===== config.mk =====
export PLATFORM = sky130hd
export DESIGN_NAME = score_display_flat
export DESIGN_NICKNAME = d
export VERILOG_FILES = /design/src/rtl/frogger_pkg.sv /design/src/rtl/score_display_if.sv /design/src/rtl/seg7_decode.sv /design/src/rtl/score_display.sv /design/src/flat_wrapper.sv
export SDC_FILE = /design/constraint.sdc
export NUM_CORES = 1
export LEC_CHECK = 0
export ABC_AREA = 1
export CORE_UTILIZATION = 50
export CTS_CLUSTER_DIAMETER = 50
export DETAILED_ROUTE_END_ITERATION = 10
export GPL_ROUTABILITY_DRIVEN = 1
export PLACE_DENSITY = 0.77
export SLEW_MARGIN = 20
export SYNTH_ARGS = -nofsm -noshare
export SYNTH_HDL_FRONTEND = slang
export SYNTH_SLANG_ARGS = --single-unit

===== constraint.sdc =====
create_clock -name clk -period 2.5 [get_ports clk]
set_input_delay 0.25 -clock clk [delete_from_list [all_inputs] [get_ports clk]]
set_output_delay 0.25 -clock clk [all_outputs]
set_load 0.03 [all_outputs]

===== src/rtl/frogger_pkg.sv =====
// Shared types and constants for the Frogger score readout.
package frogger_pkg;

  // Display controller states
  typedef enum logic [1:0] {
    IDLE  = 2'd0,
    FLASH = 2'd1,
    OVER  = 2'd2
  } disp_state_e;

  // Number of HEX digits driven (index 0 = left player, 1 = right player)
  localparam int NUM_DIG = 2;

  // Active-low segment patterns, bit 0 = segment a
  localparam logic [6:0] SEG_BLANK = 7'b1111111;
  localparam logic [6:0] SEG_ZERO  = 7'b1000000;

  // Game result codes; bit 0 = left, bit 1 = right
  localparam logic [1:0] WIN_NONE = 2'b00;
  localparam logic [1:0] WIN_L    = 2'b01;
  localparam logic [1:0] WIN_R    = 2'b10;
  localparam logic [1:0] WIN_TIE  = 2'b11;

endpackage


===== src/rtl/score_display_if.sv =====
// Bundle between the score counters / top level and the score readout.
interface score_display_if;
  logic [3:0] score_l;
  logic [3:0] score_r;
  logic       over_l;
  logic       over_r;
  logic [6:0] hex_l;
  logic [6:0] hex_r;
  logic [1:0] winner;

  // Producer side: score counters feed scores, observe the display
  modport master (
    output score_l, score_r, over_l, over_r,
    input  hex_l, hex_r, winner
  );

  // Display side
  modport slave (
    input  score_l, score_r, over_l, over_r,
    output hex_l, hex_r, winner
  );
endinterface


===== src/rtl/seg7_decode.sv =====
// 4-bit value to active-low 7-segment pattern; 10..15 show blank.
module seg7_decode
  import frogger_pkg::*;
(
  input  logic [3:0] val,
  output logic [6:0] seg
);

  // Pure lookup; anything outside 0..9 is blanked
  always_comb begin
    seg = SEG_BLANK;
    case (val)
      4'd0: seg = SEG_ZERO;
      4'd1: seg = 7'b1111001;
      4'd2: seg = 7'b0100100;
      4'd3: seg = 7'b0110000;
      4'd4: seg = 7'b0011001;
      4'd5: seg = 7'b0010010;
      4'd6: seg = 7'b0000010;
      4'd7: seg = 7'b1111000;
      4'd8: seg = 7'b0000000;
      4'd9: seg = 7'b0010000;
      default: seg = SEG_BLANK;
    endcase
  end

endmodule


===== src/rtl/score_display.sv =====
// Two-digit score readout: steady display, flash on score increment,
// continuous blink of the winner's digit once a game is over.
module score_display
  import frogger_pkg::*;
#(
  parameter int BLINK_DIV    = 25_000_000,
  parameter int FLASH_CYCLES = 100_000_000
) (
  input logic            clk,
  input logic            reset,
  score_display_if.slave bus
);

  localparam int FT_W = $clog2(FLASH_CYCLES);
  localparam int BC_W = $clog2(BLINK_DIV);
  localparam logic [FT_W-1:0] FT_LOAD = FT_W'(FLASH_CYCLES - 1);
  localparam logic [BC_W-1:0] BC_LAST = BC_W'(BLINK_DIV - 1);

  logic [NUM_DIG-1:0][3:0] score, prev;
  logic [NUM_DIG-1:0][6:0] dec, hex_n, hex_q;
  logic [NUM_DIG-1:0]      inc, over, mask, mask_n, blk_n;
  logic [1:0]              win, win_n, over_code;
  disp_state_e             state, state_n;
  logic [FT_W-1:0]         ftmr, ftmr_n;
  logic [BC_W-1:0]         bcnt, bcnt_n;
  logic                    phase, phase_n, blink_clr;
  // Low for the first cycle after reset so a nonzero score present at
  // release is taken as the baseline rather than as an increment.
  logic                    primed;

  assign score = {bus.score_r, bus.score_l};
  assign over  = {bus.over_r, bus.over_l};

  // Per-digit increment detect, decode and blanking
  for (genvar i = 0; i < NUM_DIG; i++) begin : g_dig
    assign inc[i] = primed && (score[i] > prev[i]);
    seg7_decode u_dec (.val(score[i]), .seg(dec[i]));
    assign hex_n[i] = (blk_n[i] && !phase_n) ? SEG_BLANK : dec[i];
  end

  // Map the level over inputs to a result code
  always_comb begin
    over_code = WIN_NONE;
    case (over)
      2'b01:   over_code = WIN_L;
      2'b10:   over_code = WIN_R;
      2'b11:   over_code = WIN_TIE;
      default: over_code = WIN_NONE;
    endcase
  end

  // Next-state logic; over always beats a same-cycle increment
  always_comb begin
    state_n   = state;
    mask_n    = mask;
    win_n     = win;
    ftmr_n    = ftmr;
    blink_clr = 1'b0;
    case (state)
      IDLE: begin
        if (|over) begin
          state_n   = OVER;
          win_n     = over_code;
          blink_clr = 1'b1;
        end else if (|inc) begin
          state_n   = FLASH;
          mask_n    = inc;
          ftmr_n    = FT_LOAD;
          blink_clr = 1'b1;
        end
      end
      FLASH: begin
        if (|over) begin
          state_n   = OVER;
          win_n     = over_code;
          mask_n    = '0;
          blink_clr = 1'b1;
        end else if (|inc) begin
          // retrigger extends the flash but keeps the blink cadence
          mask_n = mask | inc;
          ftmr_n = FT_LOAD;
        end else if (ftmr == '0) begin
          state_n = IDLE;
          mask_n  = '0;
        end else begin
          ftmr_n = ftmr - 1'b1;
        end
      end
      OVER: begin
        // winner stays latched until both over inputs drop
        if (!(|over)) begin
          state_n = IDLE;
          win_n   = WIN_NONE;
        end
      end
      default: begin
        state_n = IDLE;
        mask_n  = '0;
        win_n   = WIN_NONE;
      end
    endcase
  end

  // Blink divider: free-running, restarted in the on phase at FLASH/OVER entry
  always_comb begin
    bcnt_n  = bcnt + 1'b1;
    phase_n = phase;
    if (blink_clr) begin
      bcnt_n  = '0;
      phase_n = 1'b1;
    end else if (bcnt == BC_LAST) begin
      bcnt_n  = '0;
      phase_n = !phase;
    end
  end

  // Which digits blink in the coming cycle
  always_comb begin
    blk_n = '0;
    if (state_n == FLASH)     blk_n = mask_n;
    else if (state_n == OVER) blk_n = win_n;
  end

  // State, history and registered outputs
  always_ff @(posedge clk or negedge reset) begin
    if (!reset) begin
      state  <= IDLE;
      prev   <= '0;
      mask   <= '0;
      win    <= WIN_NONE;
      ftmr   <= '0;
      bcnt   <= '0;
      phase  <= 1'b1;
      primed <= 1'b0;
      hex_q  <= {NUM_DIG{SEG_ZERO}};
    end else begin
      state  <= state_n;
      prev   <= score;
      mask   <= mask_n;
      win    <= win_n;
      ftmr   <= ftmr_n;
      bcnt   <= bcnt_n;
      phase  <= phase_n;
      primed <= 1'b1;
      hex_q  <= hex_n;
    end
  end

  assign bus.hex_l  = hex_q[0];
  assign bus.hex_r  = hex_q[1];
  assign bus.winner = win;

endmodule


===== src/flat_wrapper.sv =====
// flat-port wrapper written by rule: the top's interface ports become plain ports
module score_display_flat import frogger_pkg::*;
#(
  parameter int BLINK_DIV    = 25_000_000,
  parameter int FLASH_CYCLES = 100_000_000
)
  (clk, reset, bus_score_l, bus_score_r, bus_over_l, bus_over_r, bus_hex_l, bus_hex_r, bus_winner);
  score_display_if bus_i ();
  input logic clk;
  input logic reset;
  input wire logic [$bits(bus_i.score_l)-1:0] bus_score_l;
  input wire logic [$bits(bus_i.score_r)-1:0] bus_score_r;
  input wire logic [$bits(bus_i.over_l)-1:0] bus_over_l;
  input wire logic [$bits(bus_i.over_r)-1:0] bus_over_r;
  output wire logic [$bits(bus_i.hex_l)-1:0] bus_hex_l;
  output wire logic [$bits(bus_i.hex_r)-1:0] bus_hex_r;
  output wire logic [$bits(bus_i.winner)-1:0] bus_winner;
  assign bus_i.score_l = bus_score_l;
  assign bus_i.score_r = bus_score_r;
  assign bus_i.over_l = bus_over_l;
  assign bus_i.over_r = bus_over_r;
  assign bus_hex_l = bus_i.hex_l;
  assign bus_hex_r = bus_i.hex_r;
  assign bus_winner = bus_i.winner;
  score_display #(.BLINK_DIV(BLINK_DIV), .FLASH_CYCLES(FLASH_CYCLES)) u_core (.clk(clk), .reset(reset), .bus(bus_i));
endmodule

==> results of run 1 <==
==> synth_stat cells, drive strengths merged <==
| cell type | instances | area, µm² |
|---|---|---|
| nand2 | 167 | 649 |
| xnor2 | 4 | 35.0 |
| buf | 8 | 71.3 |
| dfstp | 3 | 78.8 |
| nor3 | 27 | 156 |
| nor3b | 1 | 7.51 |
| and3 | 1 | 6.26 |
| a21oi | 20 | 100 |
| ha | 20 | 250 |
| o31ai | 2 | 15.0 |
| nand4 | 11 | 68.8 |
| a21boi | 1 | 7.51 |
| inv | 88 | 333 |
| conb | 1 | 3.75 |
| nand3b | 2 | 15.0 |
| clkbuf | 1 | 3.75 |
| o21ai | 38 | 190 |
| o21bai | 3 | 22.5 |
| nor2 | 113 | 447 |
| nand3 | 42 | 210 |
| nor4 | 4 | 25.0 |
| dfrtp | 79 | 1980 |
| a31oi | 5 | 31.3 |
| xor2 | 15 | 131 |
==> cell type report <==
type                            count  area [µm²]
Inverter                           88         333
Multi-Input combinational cell    477        2370
Sequential cell                    82        2060
Tap cell                          129         161
Timing Repair Buffer               45         418
Clock inverter                      6        91.3
Fill cell                         877        3720
Clock buffer                       10         128
==> sequential cells by signal (all words and copies together), names as in the netlist <==
| signal | cells |
|---|---|
| u_core.prev | 8 |
| u_core.bus.hex_l | 7 |
| u_core.ftmr | 27 |
| u_core.bcnt | 25 |
| u_core.primed | 1 |
| u_core.phase | 1 |
| u_core.mask | 2 |
| u_core.state | 2 |
| u_core.bus.hex_r | 7 |
| u_core.bus.winner | 2 |
==> layer usage <==
metal / up-vias / wire length (µm)
li1: 2180 / -
met1: 2075 / 4870
met2: 94 / 5410
met3: 14 / 422
met4: 0 / 187
met5: - / 0
==> critical path, stage by stage, from the launching register on <==
cell and delay, ps:
dfrtp_1 380, inv_1 170, ha_1 240, nand2_2 120, nor2_4 160, nand3_1 90, nor2_1 130, nand2_1 100
nand2_2 100, nand2_4 140, buf_4 220, o31ai_1 70, o21ai_1 110
==> cells by family after synthesis <==
| group | count (synthesis) |
|---|---|
| AO/OA/AOI/OAI | 69 |
| flip-flops | 82 |
| buffers and inverters | 97 |
| AND/OR/NAND/NOR | 368 |
| XOR/XNOR | 19 |
| other | 1 |
| adder cells (fa/ha/maj) | 20 |
==> cell usage in the layout (no fill, tap or decap), types with 3 or more instances in the layout <==
cell type,Yosys,layout
dfstp_2,3,3
o21ai_0,16,16
o21bai_1,3,3
o21ai_1,22,22
xor2_1,15,15
nor4_1,4,4
inv_2,5,5
inv_1,82,82
buf_4,0,17
nand2_1,160,160
ha_1,20,20
nand4_1,11,11
nor3_1,24,24
nand2_2,6,6
xnor2_1,4,4
nand3_1,42,42
clkbuf_8,0,9
clkdlybuf4s50_1,0,26
dfrtp_1,79,79
a31oi_1,5,5
a21oi_1,20,20
nor2_2,3,3
nor2_1,108,108
clkinvlp_4,0,3
==> worst paths after layout <==
kind | from | end | slack, ps | cells after the start
max in group asynchronous | reset | u_core.bus.hex_l[6] | 1330 | 3
worst max register to register | u_core.ftmr[0] | u_core.ftmr[14] | 340 | 12
min in group asynchronous | reset | u_core.bcnt[18] | 410 | 2
worst min-delay path | bus_score_r[3] | u_core.prev[7] | 390 | 1
worst max-delay path | u_core.ftmr[0] | u_core.ftmr[14] | 340 | 12
worst min register to register | u_core.bcnt[0] | u_core.bcnt[0] | 460 | 1
==> power groups by stage <==
stage | combinational [mW] | sequential, mW | clock (mW)
finish | 0.841 | 1.70 | 1.07
global route | 0.965 | 1.73 | 1.16
CTS | 0.843 | 1.70 | 1.10
detailed placement | 0.839 | 1.72 | 0
global placement | 0.810 | 1.71 | 0
floorplan | 0.544 | 1.72 | 0
==> flow_metrics.py, run 1 <==
metrics = {
    "clock_network": {
        "clk_pin_slew_worst_paths_ps": 80,
        "post-cts-setup-buffer-count": 0,
        "cts_sinks": 82,
        "hold_buffers": 1,
        "cts_buffer_depth": 2,
        "ctsHtreeMaxLevel": 3,
        "cts_buffers": 9,
        "cts_resized": 0,
        "clk-insertion-delay-late_ps": 370,
        "cts_tree": "done",
        "cts_root_buffer": "clkbuf_8",
    },
    "detailed_routing": {
        "wire_per_inst_um": 13.0,
        "drc": 0,
        "via_per_inst": 5.21,
        "drtIter0Drc": 204,
        "dr.pass1.iters": 5,
        "routed_wl_mm": 10.9,
        "vias": 4363,
        "final_antenna_net_count": 0,
    },
    "logic_synthesis": {
        "syn_inst": 656,
        "yosys.area_share.simple_pct": 32.8,
        "yosys_warnings": 0,
        "avgSynthCellArea_um2": 7.37,
        "ys_seq_elements": 82,
        "synth_xor_area_share_pct": 3.44,
        "muxShareOfSynthArea_pct": 0,
        "postSynthNetCount": 688,
        "synth_top_family_by_area": "simple AND/OR/NAND/NOR gates",
        "synthAdderAreaFrac_pct": 5.17,
        "seq_area_frac_synth_pct": 42.5,
        "synth-compound-area-share_pct": 7.58,
        "synthesis.area_mm2": 0.00484,
        "synth.distinct_cells": 34,
    },
    "power": {
        "pwr-share-comb_pct": 23.3,
        "power_switching_mw": 1.21,
        "clockPowerShare_pct": 29.6,
        "internal_power_mw": 2.40,
        "power.leakage_nw": 2.64,
        "p_per_area_mw_per_mm2": 649,
        "seq_power_share_pct": 47.1,
        "power_mw": 3.61,
        "p_sw_share_pct": 33.4,
        "irDropWorstVdd_v": 0.000347,
    },
    "job": {
        "maxCapViolCount": 0,
    },
    "cells_and_area": {
        "final_cells": 837,
        "drive_gt1_share_pct": 8.05,
        "fin_nets": 735,
        "synthToLayoutAreaGrowth_pct": 15.0,
        "final_area_mm2": 0.00556,
        "utilization_pct": 59.9,
        "antenna_cells": 0,
    },
    "hold_path": {
        "hold_class": "input port to register",
    },
    "global_routing": {
        "met2_usage_pct": 42.5,
        "use_met1_pct": 29.4,
        "grtUsageMet3_pct": 3.97,
        "antenna_found_initial": 0,
        "grt.total_usage_pct": 24.2,
        "grt_pass1_wl_mm": 19.1,
        "grt_pass1_vias": 4347,
        "top_usage_layer": "met2",
        "grt.overflow.total": 0,
        "grt_max_degree": 47,
    },
    "floorplanning": {
        "rows": 35,
        "io_pins": 28,
        "die_x_um": 100,
        "core_mm2": 0.00928,
        "start_util_pct": 52.1,
        "dieArea_mm2": 0.0101,
        "die_h_um": 100,
    },
    "placement": {
        "place_area_mm2": 0.00533,
        "pre_cts_ws_ps": 58.1,
        "dp_cells": 820,
        "gp_congestion": 0.931,
        "dp_hpwl_mm": 8.19,
        "portBuffers": 27,
    },
    "timing": {
        "timing.hold.ws_ps": 394,
        "slew_viol_final": 0,
        "setup_viol": 0,
        "fin_skew_ps": 16.3,
        "fin_ws_ps": 337,
        "fin_tns_setup_ps": 0,
        "hold_viol": 0,
        "worstMarginPinSlew_ps": 592,
        "rsz0062_at_grt": "false",
        "fmax_mhz": 462,
        "slew_headroom_pct": 60.5,
        "min_period_over_period_pct": 86.5,
        "period_minus_slack_ps": 2160,
    },
    "critical_path": {
        "critical_path_required_ps": 2730,
        "critPathArrivalTime_ps": 2400,
        "start_kind": "register",
        "crit_fanout": 17,
        "crit_type": "register to register",
        "end_kind": "register",
    },
    "run_status": {
        "outcome": "complete, no violations",
    },
}
(Power assumes the default switching activity.)
==> inputs of run 2 (changes only) <==
Settings changed: SLEW_MARGIN 20 to not set.
==> results of run 2 <==
No change in the layout: final DEF, timing and power equal those of run 1.
